<file path="src/rtl/ff_arb_pkg.sv">
// Shared definitions for the round-robin flip-flop arbiter: state encoding,
// round-robin pick and one-hot to index helpers.
package ff_arb_pkg;

    localparam int MAX_N = 8;

    localparam logic [1:0] ST_IDLE    = 2'd0;
    localparam logic [1:0] ST_GRANT   = 2'd1;
    localparam logic [1:0] ST_WRITE   = 2'd2;
    localparam logic [1:0] ST_RELEASE = 2'd3;

    typedef enum logic [1:0] {
        S_IDLE    = ST_IDLE,
        S_GRANT   = ST_GRANT,
        S_WRITE   = ST_WRITE,
        S_RELEASE = ST_RELEASE
    } state_e;

    // First set request bit scanning last+1, last+2, ... modulo n, as one-hot.
    // Vectors are sized for the largest supported requester count; bits at or
    // above n are never selected.
    function automatic logic [MAX_N-1:0] rr_pick(input logic [MAX_N-1:0] req,
                                                 input logic [2:0]       last,
                                                 input int               n);
        logic [MAX_N-1:0] res;
        logic             found;
        int               idx;
        res   = 8'd0;
        found = 1'b0;
        for (int off = 1; off <= MAX_N; off++) begin
            if ((off <= n) && !found) begin
                idx = (int'(last) + off) % n;
                if (req[idx[2:0]]) begin
                    res[idx[2:0]] = 1'b1;
                    found         = 1'b1;
                end else begin
                    found = 1'b0;
                end
            end else begin
                found = found;
            end
        end
        return res;
    endfunction

    // Index of the set bit in a one-hot vector (0 when the vector is empty).
    function automatic logic [2:0] oh_to_idx(input logic [MAX_N-1:0] oh);
        logic [2:0] idx;
        idx = 3'd0;
        for (int i = 0; i < MAX_N; i++) begin
            if (oh[i]) begin
                idx = 3'(i);
            end else begin
                idx = idx;
            end
        end
        return idx;
    endfunction

endpackage

</file>
<file path="src/rtl/ff_reg.sv">
// WIDTH-bit shared storage register with load enable. Q and its complement are
// both held in flops so Qb never glitches relative to Q.
module ff_reg #(
    parameter int WIDTH = 8
) (
    input  logic             CLK,
    input  logic             RST,
    input  logic             en_i,
    input  logic [WIDTH-1:0] d_i,
    output logic [WIDTH-1:0] q_o,
    output logic [WIDTH-1:0] qb_o
);

    logic [WIDTH-1:0] q_q;
    logic [WIDTH-1:0] qb_q;

    // Load the register and its complement together; reset clears Q, sets Qb.
    always_ff @(posedge CLK or posedge RST) begin
        if (RST) begin
            q_q  <= {WIDTH{1'b0}};
            qb_q <= {WIDTH{1'b1}};
        end else if (en_i) begin
            q_q  <= d_i;
            qb_q <= ~d_i;
        end else begin
            q_q  <= q_q;
            qb_q <= qb_q;
        end
    end

    assign q_o  = q_q;
    assign qb_o = qb_q;

endmodule

</file>
<file path="src/rtl/ff_arbiter.sv">
// Round-robin arbiter and four-phase write sequencer for one shared register.
// One requester is granted at a time; its data slice is loaded in WRITE and
// acknowledged with a single-cycle ACK pulse.
module ff_arbiter
    import ff_arb_pkg::*;
#(
    parameter int N     = 4,
    parameter int WIDTH = 8
) (
    input  logic               CLK,
    input  logic               RST,
    input  logic [N-1:0]       REQ,
    input  logic [N*WIDTH-1:0] DIN,
    output logic [N-1:0]       GNT,
    output logic [N-1:0]       ACK,
    output logic               BUSY,
    output logic [WIDTH-1:0]   Q,
    output logic [WIDTH-1:0]   Qb
);

    state_e           state_q;
    logic [N-1:0]     gnt_q;
    logic [N-1:0]     ack_q;
    logic             busy_q;
    logic [2:0]       last_q;
    logic [2:0]       win_idx_q;

    logic [MAX_N-1:0] req_ext_s;
    logic [MAX_N-1:0] pick_d;
    logic [2:0]       pick_idx_d;
    logic             pick_any_s;
    logic             req_win_s;
    logic [WIDTH-1:0] din_sel_s;
    logic             load_en_s;

    // Round-robin choice for the next grant and the winner's live request.
    always_comb begin
        req_ext_s          = 8'd0;
        req_ext_s[N-1:0]   = REQ;
        pick_d             = rr_pick(req_ext_s, last_q, N);
        pick_idx_d         = oh_to_idx(pick_d);
        pick_any_s         = |pick_d;
        req_win_s          = req_ext_s[win_idx_q];
    end

    // Winner data mux feeding the shared register's D input.
    always_comb begin
        din_sel_s = {WIDTH{1'b0}};
        for (int i = 0; i < N; i++) begin
            if (win_idx_q == 3'(i)) begin
                din_sel_s = DIN[i*WIDTH +: WIDTH];
            end else begin
                din_sel_s = din_sel_s;
            end
        end
    end

    assign load_en_s = (state_q == S_WRITE);

    // Sequencer: IDLE arbitrates, GRANT confirms or aborts, WRITE loads and
    // acknowledges, RELEASE waits for the winner to drop its request.
    always_ff @(posedge CLK or posedge RST) begin
        if (RST) begin
            state_q   <= S_IDLE;
            gnt_q     <= {N{1'b0}};
            ack_q     <= {N{1'b0}};
            busy_q    <= 1'b0;
            last_q    <= 3'(N - 1);
            win_idx_q <= 3'd0;
        end else begin
            case (state_q)
                S_IDLE: begin
                    ack_q <= {N{1'b0}};
                    if (pick_any_s) begin
                        gnt_q     <= pick_d[N-1:0];
                        win_idx_q <= pick_idx_d;
                        busy_q    <= 1'b1;
                        state_q   <= S_GRANT;
                    end else begin
                        gnt_q   <= {N{1'b0}};
                        busy_q  <= 1'b0;
                        state_q <= S_IDLE;
                    end
                end
                S_GRANT: begin
                    ack_q <= {N{1'b0}};
                    if (req_win_s) begin
                        state_q <= S_WRITE;
                    end else begin
                        // Requester withdrew before the write: abort quietly,
                        // LAST stays put so the same order resumes.
                        gnt_q   <= {N{1'b0}};
                        busy_q  <= 1'b0;
                        state_q <= S_IDLE;
                    end
                end
                S_WRITE: begin
                    ack_q   <= gnt_q;
                    last_q  <= win_idx_q;
                    state_q <= S_RELEASE;
                end
                S_RELEASE: begin
                    ack_q <= {N{1'b0}};
                    if (!req_win_s) begin
                        gnt_q   <= {N{1'b0}};
                        busy_q  <= 1'b0;
                        state_q <= S_IDLE;
                    end else begin
                        state_q <= S_RELEASE;
                    end
                end
                default: begin
                    gnt_q   <= {N{1'b0}};
                    ack_q   <= {N{1'b0}};
                    busy_q  <= 1'b0;
                    state_q <= S_IDLE;
                end
            endcase
        end
    end

    ff_reg #(
        .WIDTH (WIDTH)
    ) u_reg (
        .CLK  (CLK),
        .RST  (RST),
        .en_i (load_en_s),
        .d_i  (din_sel_s),
        .q_o  (Q),
        .qb_o (Qb)
    );

    assign GNT  = gnt_q;
    assign ACK  = ack_q;
    assign BUSY = busy_q;

endmodule

</file>
<file path="config.mk">
export PLATFORM = sky130hd
export DESIGN_NAME = ff_arbiter
export DESIGN_NICKNAME = d
export VERILOG_FILES = /design/src/rtl/ff_arb_pkg.sv /design/src/rtl/ff_reg.sv /design/src/rtl/ff_arbiter.sv
export SDC_FILE = /design/constraint.sdc
export NUM_CORES = 1
export LEC_CHECK = 0
export CAP_MARGIN = 40
export CORE_UTILIZATION = 41
export CTS_CLUSTER_DIAMETER = 100
export DETAILED_ROUTE_END_ITERATION = 10
export HOLD_SLACK_MARGIN = 0.15
export PLACE_DENSITY = 0.88
export SLEW_MARGIN = 10
export SYNTH_ARGS = -nofsm -noshare
export SYNTH_HDL_FRONTEND = slang
export SYNTH_SLANG_ARGS = --single-unit
</file>
<file path="constraint.sdc">
create_clock -name CLK -period 2.8 [get_ports CLK]
set_clock_uncertainty 0.15 [all_clocks]
set_input_delay 0.56 -clock CLK [delete_from_list [all_inputs] [get_ports CLK]]
set_output_delay 0.56 -clock CLK [all_outputs]
set_load 0.1 [all_outputs]
</file>
==> out/qor.yml <==
slew_viol_final: 0
globalplace.congestion: 0.863
htree_levels: 2
final_hold_viols: 0
num-nets-final: 278
antennaDiodeCount: 0
start_util: 0.437
global_route.overflow_total: 0
setup_tns_ns: 0
worst_ep_required_time_ns: 2.81
floorplan_die_area_um2: 4650
worstPathMaxFanout: 6
clock_tree.buffer_depth: 2
die_h_um: 68.2
tightestPinTransition_ns: 0.642
post_synth_inst_count: 158
yosys.cell_count.top_type: "nand2_1"
io_pins: 63
filler_cell_count: 338
tritoncts: "yes"
fp.dieW_um: 68.2
grt_start_max_net_pins: 32
maxCapViolations: 0
synth.top_cell.area_share: 0.292
postCtsHoldBufs: 0
netlist-cell-type-count: 39
run_status: "complete, no violations"
clk-insertion-delay-late_ns: 0.28
cts.clk_slew.worst_paths_ns: 0.06
setup_viol: 0
whs_path_depth: 2
post_cts_resized: 0
row_count: 23
rr_endpoint: "BUSY$_DFFE_PP0P_"
cts.repair_timing.setup_buffer_count: 0
global_route.usage.total: 0.208
synthesis.area_um2: 1800
layout-area-overhead-vs-synth_pct: 42.3
first_pass_grt_wire_length_um: 6910
min_period_over_period: 0.930
post-route-min-period_ns: 2.60
wire_per_inst_um: 14.9
ys_top_cells_by_count: "nand2_1 (36), dfrtp_1 (21), mux4_2 (11), dfstp_2 (10)"
drtAntennaViolNets: 0
worstHoldPathType: "reg -> reg"
yosys_register_bits: 31
synthTopCellsByArea: "dfrtp_1 (29%), dfstp_2 (15%), mux4_2 (14%)"
unrepaired_setup_endpoints_after_global_routing: "false"
placement.io_buffers: 62
synthFlopType: "dfrtp_1"
routed_via_density: 5.32
hp-start: "u_reg.q_o[1]$_DFFE_PP0P_"
syn_nets: 204
place_hpwl_um: 3240
first_global_vias: 1529
layout-drive-gt1-share: 0.313
setup.worst_path.class: "in -> reg"
cts.root.buffer_cell: "clkbuf_8"
highest-signal-layer: "met4"
number_of_antenna_violations_at_the_first_check_in_global_routing: 0
worst-r2r-setup-slack_ns: 0.21
detail_route.first_pass.iterations: 4
worst-r2r-cell-count: 8
yosys.area.top_type: "dfrtp_1"
synth_enable_flop_cells: 0
vias: 1506
count_of_routing_violations_after_the_opening_detailed_route_iteration: 81
worst_r2r_startpoint: "last_q[0]$_DFFE_PP1P_"
async_reset_ff_frac: 1.00
cts_sinks: 31
met2_wirelength_from_detailed_routing_um: 2080
timing.critical_path.arrival_ns: 2.61
detail_route.wirelength_um: 4220
design.core.area_um2: 4120
slew_headroom: 0.572
drt-met1-wl_um: 1750
fmax_mhz: 384
tritoncts.num_buffers: 5
min_delay_worst_endpoint: "u_reg.q_o[1]$_DFFE_PP0P_"
yosysSeqAreaShare: 0.439
synth_warnings: 0
worstSetupEndpointType: "register"
wl_met3_um: 332
drt_drc_violations_left: 0
mean_instance_size_in_the_synthesized_netlist_um2: 11.4
cp-start-kind: "input pin"
-- cells in the final DEF (no fill, tap or decap), types with 2 or more instances in the layout --
cell / count
a21oi_1: 6
and2_1: 4
buf_4: 38
clkbuf_1: 2
clkbuf_8: 5
clkdlybuf4s50_1: 37
dfrtp_1: 21
dfstp_2: 10
ha_1: 8
inv_1: 5
mux4_1: 2
mux4_2: 11
nand2_1: 36
nand3b_1: 2
nor2_1: 3
nor2b_1: 2
o21a_1: 9
o21ai_0: 9
or2_2: 2
-- worst max-delay path by stage --
stage               depth (start not counted)                   from                        to  slack [ns]
floorplan                                   9  last_q[0]$_DFFE_PP1P_  win_idx_q[0]$_DFFE_PP0P_        0.17
CTS                                         7                 REQ[1]          BUSY$_DFFE_PP0P_        0.20
global placement                            7                 REQ[1]          BUSY$_DFFE_PP0P_       -0.02
detailed placement                          7                 REQ[1]          BUSY$_DFFE_PP0P_       -0.11
finish                                      7                 REQ[1]          BUSY$_DFFE_PP0P_        0.20
global route                                7                 REQ[1]          BUSY$_DFFE_PP0P_         0.1
-- state kept, by name (all words and copies together), names as in the netlist, named ones only --
| signal | cells |
|---|---|
| u_reg.q_o | 8 |
| GNT | 4 |
| win_idx_q | 2 |
| state_q | 1 |
| last_q | 2 |
| u_reg.qb_o | 8 |
| BUSY | 1 |
| ACK | 4 |
-- cell families (layout without fill, tap and decap cells) --
group,Yosys count,after routing,share of synthesized area
flip-flops,31,31,0.439
multiplexers,14,14,0.173
AO/OA/AOI/OAI,37,37,0.155
adder cells (fa/ha/maj),8,8,0.0557
AND/OR/NAND/NOR,55,55,0.146
buffers and inverters,13,88,0.0320
-- final cells by class --
cell class              instances  area (um^2)  share of cell area
multi-input cells             114          951               0.372
flip-flops and latches         31          788               0.308
repair buffers                 75          656               0.256
clock buffers                   7         76.3              0.0298
well taps                      50         62.6              0.0245
inverters                       5         18.8             0.00734
clock inverters                 1         5.00             0.00196
-- worst max-delay path: stages --
cell             delay, ns
clkdlybuf4s50_1       0.49
mux4_2                0.56
buf_4                 0.18
a221oi_2              0.30
o41a_1                0.24
o21ai_1               0.10
nand3b_1              0.17
-- metrics by stage --
stage                      util  instances  setup slack, ns  hold WS, ns  instance area (um^2)
after floorplan               -        158            0.168        0.452                  1800
after global placement    0.602        275          -0.0158        0.310                  2480
after detailed placement  0.602        275           -0.111        0.320                  2480
after CTS                 0.621        283            0.202        0.336                  2560
after global routing      0.621        283           0.0964        0.351                  2560
final                     0.621        283            0.197        0.332                  2560
-- routing by layer --
| metal | vias to the layer above | global-route usage |
|---|---|---|
| met3 | 7 | 0.0767 |
| met1 | 723 | 0.256 |
| li1 | 720 | - |
| met5 | - | 0 |
| met2 | 56 | 0.331 |
| met4 | 0 | 0.0807 |
Power is left out: the tool's default activity adds up to more than one toggle a clock period on the data nets, which glitch-free logic cannot reach.
